<file path="config.mk">
export PLATFORM = sky130hd
export DESIGN_NAME = syst_x_feeder
export DESIGN_NICKNAME = d
export VERILOG_FILES = /design/src/rtl/syst_x_feeder.sv
export SDC_FILE = /design/constraint.sdc
export NUM_CORES = 1
export LEC_CHECK = 0
export BUFFER_PORTS_ARGS = -buffer_cell sky130_fd_sc_hd__clkbuf_2
export CORE_ASPECT_RATIO = 1.75
export CORE_MARGIN = 2
export CORE_UTILIZATION = 58
export DETAILED_ROUTE_END_ITERATION = 10
export PLACE_DENSITY = 0.83
export RECOVER_POWER = 25
export SLEW_MARGIN = 5
export SYNTH_ARGS = -nofsm -noshare
export SYNTH_HDL_FRONTEND = slang
export SYNTH_SLANG_ARGS = --single-unit
</file>
<file path="constraint.sdc">
create_clock -name clk_i -period 2.15 [get_ports clk_i]
set_clock_uncertainty 0.05 [all_clocks]
set_input_delay 0.3225 -clock clk_i [delete_from_list [all_inputs] [get_ports clk_i]]
set_output_delay 0.3225 -clock clk_i [all_outputs]
set_load 0.01 [all_outputs]
</file>
<file path="src/rtl/syst_x_feeder.sv">
// syst_x_feeder
//   Drive side of the systolic-array x path. Whole input vectors arrive over a
//   valid/ready handshake and are buffered in a small FIFO. Each popped vector
//   is presented to the array rows with diagonal skew, so lane k lags lane 0
//   by k cycles. After the last vector of a burst, zero flush cycles drain the
//   array and done_o pulses for one cycle.
//
// Ports
//   clk_i        clock, rising edge
//   rst_i        synchronous reset, active-low
//   vec_valid_i  input vector valid
//   vec_ready_o  FIFO can accept a vector (registered)
//   vec_data_i   input vector, lane k in [k*X_WIDTH +: X_WIDTH]
//   vec_last_i   vector is last of its burst
//   x_o          skewed lane outputs, same packing as vec_data_i
//   x_valid_o    per-lane element valid
//   busy_o       FSM not IDLE
//   done_o       one-cycle pulse once a burst has fully drained
//
// FSM states
//   state    | meaning
//   S_IDLE   | no burst in progress; pops a waiting vector to start one
//   S_STREAM | burst in progress; one pop per cycle while FIFO non-empty
//   S_FLUSH  | last vector popped; zeros drain the array, done on final cycle
module syst_x_feeder #(
    parameter int N       = 4,
    parameter int X_WIDTH = 8,
    parameter int DEPTH   = 4
) (
    input  logic                   clk_i,
    input  logic                   rst_i,
    input  logic                   vec_valid_i,
    output logic                   vec_ready_o,
    input  logic [N*X_WIDTH-1:0]   vec_data_i,
    input  logic                   vec_last_i,
    output logic [N*X_WIDTH-1:0]   x_o,
    output logic [N-1:0]           x_valid_o,
    output logic                   busy_o,
    output logic                   done_o
);

    localparam int AW = $clog2(DEPTH);
    localparam int CW = AW + 1;
    localparam int FW = $clog2(N + 1);

    typedef enum logic [1:0] {
        S_IDLE   = 2'd0,
        S_STREAM = 2'd1,
        S_FLUSH  = 2'd2
    } state_t;

    state_t                 r_state;
    state_t                 w_state_next;
    logic [FW-1:0]          r_flush_cnt;

    logic [N*X_WIDTH-1:0]   r_mem_data [0:DEPTH-1];
    logic                   r_mem_last [0:DEPTH-1];
    logic [AW-1:0]          r_wr_ptr;
    logic [AW-1:0]          r_rd_ptr;
    logic [CW-1:0]          r_count;
    logic [CW-1:0]          w_count_next;
    logic                   r_ready;

    logic                   w_push;
    logic                   w_pop;
    logic                   w_fifo_empty;
    logic [N*X_WIDTH-1:0]   w_head_data;
    logic                   w_head_last;

    // ------------------------------------------------------------------ FIFO
    assign w_push       = vec_valid_i && r_ready;
    assign w_fifo_empty = (r_count == '0);
    assign w_head_data  = r_mem_data[r_rd_ptr];
    assign w_head_last  = r_mem_last[r_rd_ptr];
    assign vec_ready_o  = r_ready;

    always_ff @(posedge clk_i) begin
        if (w_push) begin
            r_mem_data[r_wr_ptr] <= vec_data_i;
            r_mem_last[r_wr_ptr] <= vec_last_i;
        end
    end

    always_comb begin
        w_count_next = r_count;
        if (w_push && !w_pop) begin
            w_count_next = r_count + CW'(1);
        end else if (!w_push && w_pop) begin
            w_count_next = r_count - CW'(1);
        end
    end

    always_ff @(posedge clk_i) begin
        if (!rst_i) begin
            r_wr_ptr <= '0;
            r_rd_ptr <= '0;
            r_count  <= '0;
            r_ready  <= 1'b0;
        end else begin
            if (w_push) r_wr_ptr <= r_wr_ptr + AW'(1);
            if (w_pop)  r_rd_ptr <= r_rd_ptr + AW'(1);
            r_count <= w_count_next;
            // Registered from the next count so ready already reflects
            // this cycle's push/pop.
            r_ready <= (w_count_next < CW'(DEPTH));
        end
    end

    // ------------------------------------------------------------------- FSM
    always_ff @(posedge clk_i) begin
        if (!rst_i) begin
            r_state     <= S_IDLE;
            r_flush_cnt <= '0;
        end else begin
            r_state <= w_state_next;
            // Starts at 0 on the first FLUSH cycle; the done cycle is count N.
            if (r_state != S_FLUSH) r_flush_cnt <= '0;
            else                    r_flush_cnt <= r_flush_cnt + FW'(1);
        end
    end

    always_comb begin
        w_state_next = r_state;
        case (r_state)
            S_IDLE, S_STREAM: begin
                if (!w_fifo_empty) begin
                    w_state_next = w_head_last ? S_FLUSH : S_STREAM;
                end
            end
            S_FLUSH: begin
                if (r_flush_cnt == FW'(N)) w_state_next = S_IDLE;
            end
            default: w_state_next = S_IDLE;
        endcase
    end

    always_comb begin
        w_pop  = (r_state != S_FLUSH) && !w_fifo_empty;
        busy_o = (r_state != S_IDLE);
        done_o = (r_state == S_FLUSH) && (r_flush_cnt == FW'(N));
    end

    // ------------------------------------------------------------ skew lines
    // Lane k has k+1 register stages; bubbles and flush cycles enter as
    // zero data with valid 0, so invalid lanes never show stale values.
    for (genvar k = 0; k < N; k++) begin : g_lane
        logic [X_WIDTH-1:0] r_dly_data [0:k];
        logic               r_dly_vld  [0:k];

        always_ff @(posedge clk_i) begin
            if (!rst_i) begin
                for (int i = 0; i <= k; i++) begin
                    r_dly_data[i] <= '0;
                    r_dly_vld[i]  <= 1'b0;
                end
            end else begin
                r_dly_data[0] <= w_pop ? w_head_data[k*X_WIDTH +: X_WIDTH] : '0;
                r_dly_vld[0]  <= w_pop;
                for (int i = 1; i <= k; i++) begin
                    r_dly_data[i] <= r_dly_data[i-1];
                    r_dly_vld[i]  <= r_dly_vld[i-1];
                end
            end
        end

        assign x_o[k*X_WIDTH +: X_WIDTH] = r_dly_data[k];
        assign x_valid_o[k]              = r_dly_vld[k];
    end

endmodule

</file>
==> flow_metrics.py <==
metrics = {
    "sta": {
        "hold_violations": 0,
        "rsz0062_at_grt": "no",
        "slew_headroom_pct": -14.84,
        "timing.fmax_mhz": 520.7,
        "fin_crit_sh_pct": 89.32,
        "maxSlewViolCount": 57,
        "layout_setup_ws_ns": 0.2295,
        "worstMarginPinSlew_ns": 1.723,
        "setup_tns_ns": 0,
        "min_period_ns": 1.920,
        "setup_viol": 0,
    },
    "cts": {
        "cts_made_buffers": 20,
        "clockBufferDepth": 3,
        "cts_root_buffer": "clkbuf_16",
        "cts.clk_slew.worst_paths_ns": 0.07,
        "cts_num_sinks": 235,
        "cts_tree": "yes",
        "cts-htree-levels": 1,
        "clk_latency_ns": 0.49,
    },
    "power": {
        "ir_drop_mv": 0.9900,
        "power.static_leakage_nw": 3.478,
        "powerDensity_mw_per_mm2": 1152,
    },
    "route": {
        "remaining_drc_errors": 0,
        "ant_nets": 0,
        "routed_wl_mm": 12.82,
        "dr.pass1.iters": 4,
        "wl_per_cell_um": 17.02,
        "drt_iter0_drc": 333,
        "vias_per_cell": 5.155,
        "vias": 3882,
    },
    "layout": {
        "drive_above_1_share_pct": 25.17,
        "antenna_cells": 0,
        "fin_nets": 609,
        "areaGrowthSynthToFinish_pct": 17.11,
        "final-instance-count-excl-fill": 753,
        "final_core_util_pct": 68.80,
    },
    "yosys": {
        "ys_seq_area_share_pct": 74.52,
        "avgSynthCellArea_um2": 17.28,
        "syn_area_mm2": 0.008087,
        "synth_seq_cells": 235,
        "synth_cell_types": 31,
        "synth_nets": 515,
        "netlist_instances": 468,
        "yosysWarnings": 0,
    },
    "floorplan": {
        "dieWidth_um": 93.26,
        "core_mm2": 0.01376,
        "start_util_pct": 58.75,
        "die_y_um": 160.2,
        "io_pins": 75,
        "die-area_mm2": 0.01494,
        "rows": 57,
    },
    "setup_path": {
        "arrival_ns": 2.29,
        "cp.required_ns": 2.52,
        "start_kind": "flop",
        "crit_path_top_delay_cell": "dfxtp_2",
        "path_common_cell": "ha_1",
        "critPathKind": "reg -> reg",
        "r2r_slack_ns": 0.23,
        "path_cells": "inv_1 -> ha_1 -> nand2b_1 -> nand2_1 -> ha_1 -> and2_1 -> or3_1 -> a21oi_1",
        "crit_fanout": 7,
        "critPathBufInv": 1,
        "endpoint_kind": "flop",
        "cp_top_family": "simple AND/OR/NAND/NOR gates",
        "max_stage_delay_ns": 0.36,
    },
    "global_routing": {
        "first_global_vias": 3954,
        "grt_start_max_net_pins": 57,
        "antenna_found_initial": 0,
        "grt_first_pass_wirelength_mm": 20.20,
        "grt-ovfl-total": 0,
        "track_usage_pct": 17.40,
    },
    "min_path": {
        "min_path_type": "in -> reg",
    },
    "place": {
        "dp_hpwl_mm": 7.615,
        "gp_congestion": 0.6927,
        "numPortBuffers": 74,
        "place_inst": 693,
        "pre_cts_slack_ns": 0.006595,
    },
    "flow_run": {
        "cap_violations": 1,
    },
    "status": {
        "violations": "capacitance limit, slew limit",
        "status": "finished with violations",
    },
}
## through the flow
step	hold slack [ns]	cell area [µm²]	power [mW]
6_report	0.05544	9470	10.91
5_1_grt	0.06491	9470	11.40
4_1_cts	0.0009835	9453	10.91
3_5_place_dp	0.3669	8562	7.302
3_3_place_gp	0.3591	8562	7.176
2_1_floorplan	0.3557	8087	6.828
## state kept, by name (all words and copies together), names as in the netlist, 3 cells and up, named ones only
register,count
r_flush_cnt,3
r_mem_last,4
g_lane.r_dly_data,80
r_mem_data,128
g_lane.r_dly_vld,8
## power by group
part           switching [mW]  leakage (nW)  internal [mW]
registers               0.227          2.03           5.29
logic                   0.924          1.11          0.887
clock network            1.50         0.333           2.08
## area by class of cell
type	count	area, µm²
clock inverters	10	116.4
fillers	895	4294
repair buffers	109	743.2
inverters	10	37.54
clock buffers	26	554.3
multi-input cells	186	1768
well taps	177	221.5
flip-flops and latches	235	6030
## routing by layer
layer  global-route usage (%)  part of all wire (%)  up-vias
met1                    21.34                    39     1901
li1                         -                     -     1853
met2                    30.90                    54      106
met4                    6.217                   2.2        0
met5                        0                     0        -
met3                    2.689                   4.4       22
## final timing paths
path | startpoint | endpoint | cells after the start
setup / recovery | r_count[0] | vec_ready_o | 8
hold / removal | vec_data_i[7] | r_mem_data[3][7] | 1
setup reg to reg | r_count[0] | vec_ready_o | 8
hold reg to reg | g_lane[3].r_dly_data[0][2] | g_lane[3].r_dly_data[1][2] | 1
## cell families (layout without fill, tap and decap cells)
kind of cell    count (synthesis)  after routing  share of synthesized area (%)
flops                         235            235                          74.52
simple gates                  121            122                          9.098
buf+inv                        48            155                          3.884
mux                            33             33                          9.284
compound gates                 18             18                          1.300
fa+ha+maj                      11             11                          1.702
xor+xnor                        2              2                         0.2167
## cell usage after synthesis
| cell | n | area, µm² |
|---|---|---|
| edfxtp_1 | 132 | 3964 |
| dfxtp_1 | 103 | 2062 |
| and2_1 | 86 | 538.0 |
| mux4_2 | 31 | 698.2 |
| buf_4 | 19 | 142.6 |
| ha_1 | 11 | 137.6 |
| clkbuf_1 | 10 | 37.54 |
| inv_1 | 10 | 37.54 |
| a21oi_1 | 8 | 40.04 |
| nor2_1 | 7 | 26.28 |
| nand2_1 | 6 | 22.52 |
| and3_1 | 5 | 31.28 |
| buf_2 | 5 | 25.02 |
| o21ai_0 | 5 | 25.02 |
| nor2b_1 | 4 | 25.02 |
| buf_12 | 3 | 60.06 |
| a211oi_1 | 2 | 15.01 |
| mux4_1 | 2 | 52.55 |
| nand2b_1 | 2 | 12.51 |
| nand3_1 | 2 | 10.01 |
| nor3_1 | 2 | 10.01 |
| nor3b_1 | 2 | 15.01 |
| o31ai_1 | 2 | 15.01 |
| xnor2_1 | 2 | 17.52 |
| a32o_1 | 1 | 10.01 |
| and3b_1 | 1 | 8.760 |
| buf_6 | 1 | 11.26 |
| nor3_4 | 1 | 16.27 |
| or2_2 | 1 | 6.260 |
| or3_1 | 1 | 6.260 |
| or4_1 | 1 | 7.510 |
## cell usage in the layout, fill, tap and decap left out, types with 3 or more instances in the layout
cell type	synthesis	layout
mux4_2	31	31
nand2_1	6	6
and2_1	86	63
clkinv_2	0	5
and3_2	0	4
o21ai_0	5	5
clkbuf_16	0	21
nor2_1	7	7
dfxtp_1	103	100
dlygate4sd3_1	0	22
buf_12	3	6
clkbuf_2	0	61
edfxtp_1	132	132
dfxtp_2	0	3
ha_1	11	11
and2_0	0	23
nor2b_1	4	4
buf_4	19	6
inv_1	10	10
clkbuf_1	10	18
a21oi_1	8	8
## repair_timing
item | CTS | global route
hold buffers | 22 | 0
gates resized for setup | 0 | 2
buffers inserted | 0 | 1
setup endpoints to repair | 0 | 34
endpoints found under the hold margin | 79 | 0
Note: power is estimated with default switching activity, not from simulation.
